## src/rtl/fetch_queue.sv

```systemverilog
// fetch_queue: first-word-fall-through instruction queue between IF and ID.
// Flags come only from the occupancy count; flush and reset empty the queue.
module fetch_queue #(
  parameter int DEPTH = 4,
  parameter int PTR_W = 2
) (
  input  logic             clk,
  input  logic             reset,
  input  logic             push,
  input  logic [31:0]      if_instr,
  input  logic [31:0]      if_pc,
  input  logic             pop,
  input  logic             flush,
  output logic             full,
  output logic             id_valid,
  output logic [31:0]      id_instr,
  output logic [31:0]      id_pc,
  output logic [31:0]      id_pcplus8,
  output logic             id_adel,
  output logic [PTR_W:0]   count
);

  localparam logic [PTR_W:0] CNT_FULL = (PTR_W+1)'(DEPTH);

  logic [31:0]      instr_q [DEPTH];
  logic [31:0]      instr_d [DEPTH];
  logic [31:0]      pc_q    [DEPTH];
  logic [31:0]      pc_d    [DEPTH];
  logic             adel_q  [DEPTH];
  logic             adel_d  [DEPTH];
  logic [PTR_W-1:0] wr_ptr_q, wr_ptr_d;
  logic [PTR_W-1:0] rd_ptr_q, rd_ptr_d;
  logic [PTR_W:0]   count_q, count_d;
  logic             push_ok, pop_ok;

  assign full     = count_q == CNT_FULL;
  assign id_valid = count_q != '0;
  assign count    = count_q;
  assign push_ok  = push && !full;
  assign pop_ok   = pop && id_valid;

  always_comb begin
    instr_d  = instr_q;
    pc_d     = pc_q;
    adel_d   = adel_q;
    wr_ptr_d = wr_ptr_q;
    rd_ptr_d = rd_ptr_q;
    count_d  = count_q;
    if (flush) begin
      wr_ptr_d = '0;
      rd_ptr_d = '0;
      count_d  = '0;
    end else begin
      if (push_ok) begin
        instr_d[wr_ptr_q] = if_instr;
        pc_d[wr_ptr_q]    = if_pc;
        adel_d[wr_ptr_q]  = |if_pc[1:0];
        wr_ptr_d          = wr_ptr_q + PTR_W'(1);
      end
      if (pop_ok) begin
        rd_ptr_d = rd_ptr_q + PTR_W'(1);
      end
      // Push and pop together leave the count alone.
      case ({push_ok, pop_ok})
        2'b10:   count_d = count_q + (PTR_W+1)'(1);
        2'b01:   count_d = count_q - (PTR_W+1)'(1);
        default: count_d = count_q;
      endcase
    end
  end

  always_ff @(posedge clk or negedge reset) begin
    if (!reset) begin
      wr_ptr_q <= '0;
      rd_ptr_q <= '0;
      count_q  <= '0;
      for (int i = 0; i < DEPTH; i++) begin
        instr_q[i] <= '0;
        pc_q[i]    <= '0;
        adel_q[i]  <= 1'b0;
      end
    end else begin
      wr_ptr_q <= wr_ptr_d;
      rd_ptr_q <= rd_ptr_d;
      count_q  <= count_d;
      instr_q  <= instr_d;
      pc_q     <= pc_d;
      adel_q   <= adel_d;
    end
  end

  assign id_instr   = id_valid ? instr_q[rd_ptr_q] : '0;
  assign id_pc      = id_valid ? pc_q[rd_ptr_q] : '0;
  assign id_pcplus8 = id_valid ? pc_q[rd_ptr_q] + 32'd8 : '0;
  assign id_adel    = id_valid && adel_q[rd_ptr_q];

endmodule

```

## config.mk

```make
export PLATFORM = sky130hd
export DESIGN_NAME = fetch_queue
export DESIGN_NICKNAME = d
export VERILOG_FILES = /design/src/rtl/fetch_queue.sv
export SDC_FILE = /design/constraint.sdc
export NUM_CORES = 1
export LEC_CHECK = 0
export CORE_MARGIN = 2
export CORE_UTILIZATION = 55
export DETAILED_ROUTE_END_ITERATION = 8
export DONT_BUFFER_PORTS = 1
export GPL_TIMING_DRIVEN = 0
export HOLD_SLACK_MARGIN = 0.06
export MAX_ROUTING_LAYER = met4
export PLACE_DENSITY_LB_ADDON = 0.05
export SLEW_MARGIN = 40
export SYNTH_ARGS = -nofsm -noshare
export SYNTH_HDL_FRONTEND = slang
export SYNTH_SLANG_ARGS = --single-unit
```

## constraint.sdc

```tcl
create_clock -name clk -period 7.94 [get_ports clk]
set_clock_uncertainty 0.05 [all_clocks]
set_input_delay 0.794 -clock clk [delete_from_list [all_inputs] [get_ports clk]]
set_output_delay 0.794 -clock clk [all_outputs]
set_load 0.02 [all_outputs]
```

After elaboration in Yosys (flattened, before gate mapping)
Index checks and enable logic that the tools add are counted.
{ "totals": {"regBits": 267, "out_inout_bits": 102, "input_bits": 69} }
{ "op_classes": {"n_mux": 25, "n_eq_ne": 3, "bitwise": 3, "add_sub_neg": 5, "reduce_logical": 11, "order_cmp": 3} }
{ "ops": {"columns": ["op", "n"], "rows": [
  ["$bwmux W128", 2],
  ["$mux W32", 8],
  ["$bmux W32 S2", 2],
  ["$demux W32 S2", 1],
  ["$add A32 B4 Y32 const B", 1],
  ["$mux W2", 4],
  ["$ge A3 B3 Y1 const B", 2],
  ["$not A2 Y3", 2],
  ["$pmux W3 S2", 1],
  ["$reduce_bool A3 Y1", 2],
  ["$add A2 B1 Y2 const B", 2],
  ["$bwmux W4", 1],
  ["$logic_and A1 B1 Y1", 4],
  ["$reduce_bool A2 Y1", 2],
  ["$add A3 B1 Y3 const B", 1],
  ["$eq A3 B3 Y1 const B", 1],
  ["$lt A3 B1 Y1 const B", 1],
  ["$mux W1", 3],
  ["$mux W3", 1],
  ["$sub A3 B1 Y3 const B", 1],
  ["$bmux W1 S2", 1],
  ["$demux W1 S2", 1],
  ["$eq A2 B1 Y1 const B", 1],
  ["$eq A2 B2 Y1 const B", 1],
  ["other kinds (4)", 4]
]} }

Logic depth before layout (Yosys ltp)
{ "logic_depth": {"ltp_word": 6, "depth_mapped": 10, "depth_no_buf": 7} }

Worst setup path after synthesis
OpenSTA, ideal clock, no wires.
{ "synth_path": {"path_type": "register -> output", "start": "reg rd_ptr_q[0]", "end": "out id_pcplus8[31]", "n_path_buf": 3, "slack_ns": 4.406, "t_arrival_ns": 2.690, "path_stages_with_launch": 9, "path_cell_list": "dfrtp_1 -> buf_6 -> buf_12 -> mux4_1 -> nand4_2 -> or4_1 -> buf_2 -> or4_1 -> a21oi_1"} }
{ "synth_via": {"elab_chain_len": 6} }
{ "synth_lines": {"columns": ["item", "line_no", "rtl"], "rows": [
  ["from (decl)", "32", "logic [PTR_W-1:0] rd_ptr_q, rd_ptr_d;"],
  ["from (signal assigned)", "84", "rd_ptr_q <= rd_ptr_d;"],
  ["$not A2 Y3 (implied by the code)", "94", "assign id_pcplus8 = id_valid ? pc_q[rd_ptr_q] + 32'd8 : '0;"],
  ["$bmux W32 S2", "94", null],
  ["$mux W32 (implied by the code) (2 in series)", "94", null],
  ["$add A32 B4 Y32", "94", null],
  ["$mux W32", "94", null],
  ["to (decl)", "18", "output logic [31:0] id_pcplus8,"]
]} }
No other way between the ends. The select of a mux whose other input is x is not followed.

Final worst setup path
{ "layout_path": {"start": "reg rd_ptr_q[1]", "end": "out id_pcplus8[23]"} }
The elaborated chain is that of the path after synthesis.

==> summary.md <==
| Metric | Value |
|---|---|
| CTS H-tree lvls | `1` |
| Synth Warn # | `0` |
| Vias/cell | `6.100` |
| Nets | `986` |
| Max IR drop VDD | `0.0002518 V` |
| Hold Worst Slack | `0.1194 ns` |
| Fin. Hold Viols | `0` |
| Setup violations, final | `0` |
| Final min period | `4.655 ns` |
| Die Y | `156.2 µm` |
| Iter 0 DRT Violations | `277` |
| Pint | `4.003 mW` |
| Net Switching | `2.361 mW` |
| Core Area | `22710 µm²` |
| IO Pins | `171` |
| Routed vias | `7436` |
| Clk buf depth | `3` |
| Slew margin rel. | `48.14%` |
| Later-pin clock latency in the skew report | `0.54 ns` |
| Layout area overhead | `11.54%` |
| Placed Area | `13110 µm²` |
| Pin count of the biggest net entering global routing | `268` |
| Total gr overflow | `0` |
| Sequential share of power | `35.9%` |
| Static Leakage | `6.198 nW` |
| Setup tns final | `0 ns` |
| F_max | `214.8 MHz` |
| Root buffer cell | `clkbuf_16` |
| Post-layout instance area | `14210 µm²` |
| ANT nets after route | `0` |
| Synth Area per Inst | `14.53 µm²` |
| Resized cells post-CTS | `0` |
| Post-synth cell types | `36` |
| Crit Path Category | `reg -> out` |
| Syn Inst Count | `877` |
| Die area | `24400 µm²` |
| Worst Tran Pin Value | `0.7780 ns` |
| Most frequent cells in the layout | `267 x dfrtp_1, 265 x mux2_2, 64 x and2_1` |
| Ranking of synthesized cells by area | `dfrtp_1 52%, mux2_2 23%, mux4_2 11%` |
| Ant. Diodes | `0` |
| First-pass GRT wire length | `45600 µm` |
| #FFs+latches synth | `267` |
| Dpl hpwl | `20250 µm` |
| Max-slew violations | `0` |
| CP Launch Type | `register` |
| Vias in the first global route | `8259` |
| CP max FO | `10` |
| Crit path DAT | `3.81 ns` |
| Hold_buf cts | `1` |
| Initial Util | `56.12%` |
| CP peak stage delay | `0.65 ns` |
| DRC Markers | `0` |
| Mapped Nets | `952` |
| Most frequent CP cell | `buf_4` |
| Kind of end point of the critical path | `primary output` |
| CP max stage cell | `nor4_1` |
| Mapped cell area | `12740 µm²` |
| Layout cell share with drive strength beyond 1 | `42.40%` |
| Seq/Total Area, Yosys | `52.43%` |
| Clock Sink Count | `267` |
| Hold Crit Class | `in -> async` |
| Combinational power share | `42.0%` |
| Clock power share | `22.1%` |
| Routability cong. | `0.8870` |
| Post-CTS Setup Bufs | `0` |
| Sw Share | `37.10%` |
| Number of max-cap violations | `0` |
| Reg-to-Reg Start | `count[0]` |
| Die width | `156.2 µm` |
| DR pass1 iterations | `6` |
| I/O Buffers | `0` |
| Reg2Reg Depth | `7` |
| Inserted Clock Buffers | `29` |
| Required time worst endpoint | `7.10 ns` |
| Leading area contributor after synthesis | `dfrtp_1` |
| GRT Util Overall | `25.00%` |
| Outcome | `finished clean` |
| PwrDens | `447.7 nW/µm²` |
| Worst setup path start | `rd_ptr_q[1]` |
| Final period util | `58.63%` |
| Most common cell after layout, fill and taps aside | `dfrtp_1` |
| RSZ-0062 raised after global routing | `false` |
| # rows | `55` |
| DR WL/cell | `23.58 µm` |
| Initial antenna violation count | `0` |
| TritonCTS clock tree | `done` |
| Yosys top cell area share | `52.43%` |
| Crit-path cells | `buf_4 > buf_4 > buf_2 > mux4_2 > ha_1 > nand4_1 > nor4_1 > nand3_1 > mux2_2` |
| Routed Wire Length | `28740 µm` |
| Reg clk slew, reported paths | `0.06 ns` |
[power groups by stage]
| stage | Sequential [mW] | Clock (mW) | Combinational (mW) |
|---|---|---|---|
| 6_report | 2.28 | 1.41 | 2.67 |
| 5_1_grt | 2.35 | 1.50 | 2.87 |
| 4_1_cts | 2.28 | 1.43 | 2.69 |
| 3_5_place_dp | 2.31 | 0 | 2.65 |
| 3_3_place_gp | 2.23 | 0 | 2.59 |
| 2_1_floorplan | 2.18 | 0 | 2.18 |
[per-layer routing]
layer	track usage, %	up-vias	part of all wire [%]
met3	6.785	46	7.0
met1	29.85	3931	40
met4	5.461	0	2.2
met5	-	-	0
li1	-	3264	-
met2	42.92	195	51
[sequential cells by signal (all words and copies together) (netlist names)]
signal	count
pc_q	128
adel_q	4
instr_q	128
wr_ptr_q	2
count	3
rd_ptr_q	2
[synthesized netlist by cell type]
| cell | number |
|---|---|
| a21o_1 | 1 |
| a21oi_1 | 6 |
| and2_1 | 64 |
| and3_1 | 5 |
| and4_1 | 1 |
| buf_1 | 6 |
| buf_12 | 1 |
| buf_2 | 5 |
| buf_4 | 6 |
| buf_6 | 2 |
| clkbuf_1 | 39 |
| dfrtp_1 | 267 |
| fa_1 | 1 |
| ha_1 | 5 |
| inv_1 | 8 |
| mux2_1 | 1 |
| mux2_2 | 265 |
| mux2i_1 | 1 |
| mux4_1 | 5 |
| mux4_2 | 60 |
| nand2_1 | 24 |
| nand3_1 | 13 |
| nand4_1 | 6 |
| nand4_2 | 1 |
| nand4_4 | 1 |
| nor2_1 | 36 |
| nor3_1 | 6 |
| nor3b_1 | 1 |
| nor4_1 | 6 |
| o21ai_0 | 5 |
| o31ai_1 | 4 |
| or3_1 | 1 |
| or3b_2 | 1 |
| or4_1 | 5 |
| xnor2_1 | 11 |
| xor2_1 | 7 |
[metrics by stage]
| stage | power, mW | util, % | cells | setup slack (ns) |
|---|---|---|---|---|
| after floorplan | 4.364 | - | 877 | 4.406 |
| after global placement | 4.818 | 57.69 | 1162 | 3.856 |
| after detailed placement | 4.960 | 57.71 | 1162 | 3.869 |
| final | 6.364 | 62.59 | 1219 | 3.285 |
| after global routing | 6.724 | 62.59 | 1219 | 3.144 |
| after CTS | 6.408 | 62.34 | 1217 | 3.282 |
[critical path: cells and delay by family, from the launching register on]
family        cells  cell delay, ns
mux               2            0.72
simple gates      3            1.07
buf+inv           3            0.80
flops             1            0.39
fa+ha+maj         1            0.26
[logic make-up (layout without fill, tap and decap cells)]
| logic type | count (synthesis) | after routing | share of synthesized area (%) |
|---|---|---|---|
| adders and majority gates | 6 | 6 | 0.6480 |
| AOI/OAI and AO/OA | 16 | 16 | 0.7266 |
| DFF | 267 | 267 | 52.43 |
| buffers and inverters | 67 | 124 | 2.445 |
| and+or+nand+nor | 171 | 171 | 7.295 |
| xor gates and xnor gates | 18 | 18 | 1.237 |
| muxes | 332 | 332 | 35.22 |
[path summary, 6_finish.rpt]
kind / slack [ns] / to
max in group asynchronous: 6.83 / instr_q[116]
max reg2reg: 4.46 / pc_q[69]
min in group clk: 0.32 / instr_q[34]
min: 0.12 / pc_q[25]
max: 3.29 / id_pcplus8[23]
min reg2reg: 0.44 / adel_q[2]
[final cells by class]
| type | count | area (µm²) |
|---|---|---|
| clock inverters | 12 | 178.9 |
| flip-flops and latches | 267 | 6681 |
| repair buffers | 3 | 82.58 |
| clock buffers | 42 | 844.6 |
| well taps | 285 | 356.6 |
| inverters | 8 | 30.03 |
| plain buffers | 59 | 284.0 |
| fillers | 1720 | 8496 |
| multi-input cells | 543 | 5756 |
Note: power is estimated with default switching activity, not from simulation.
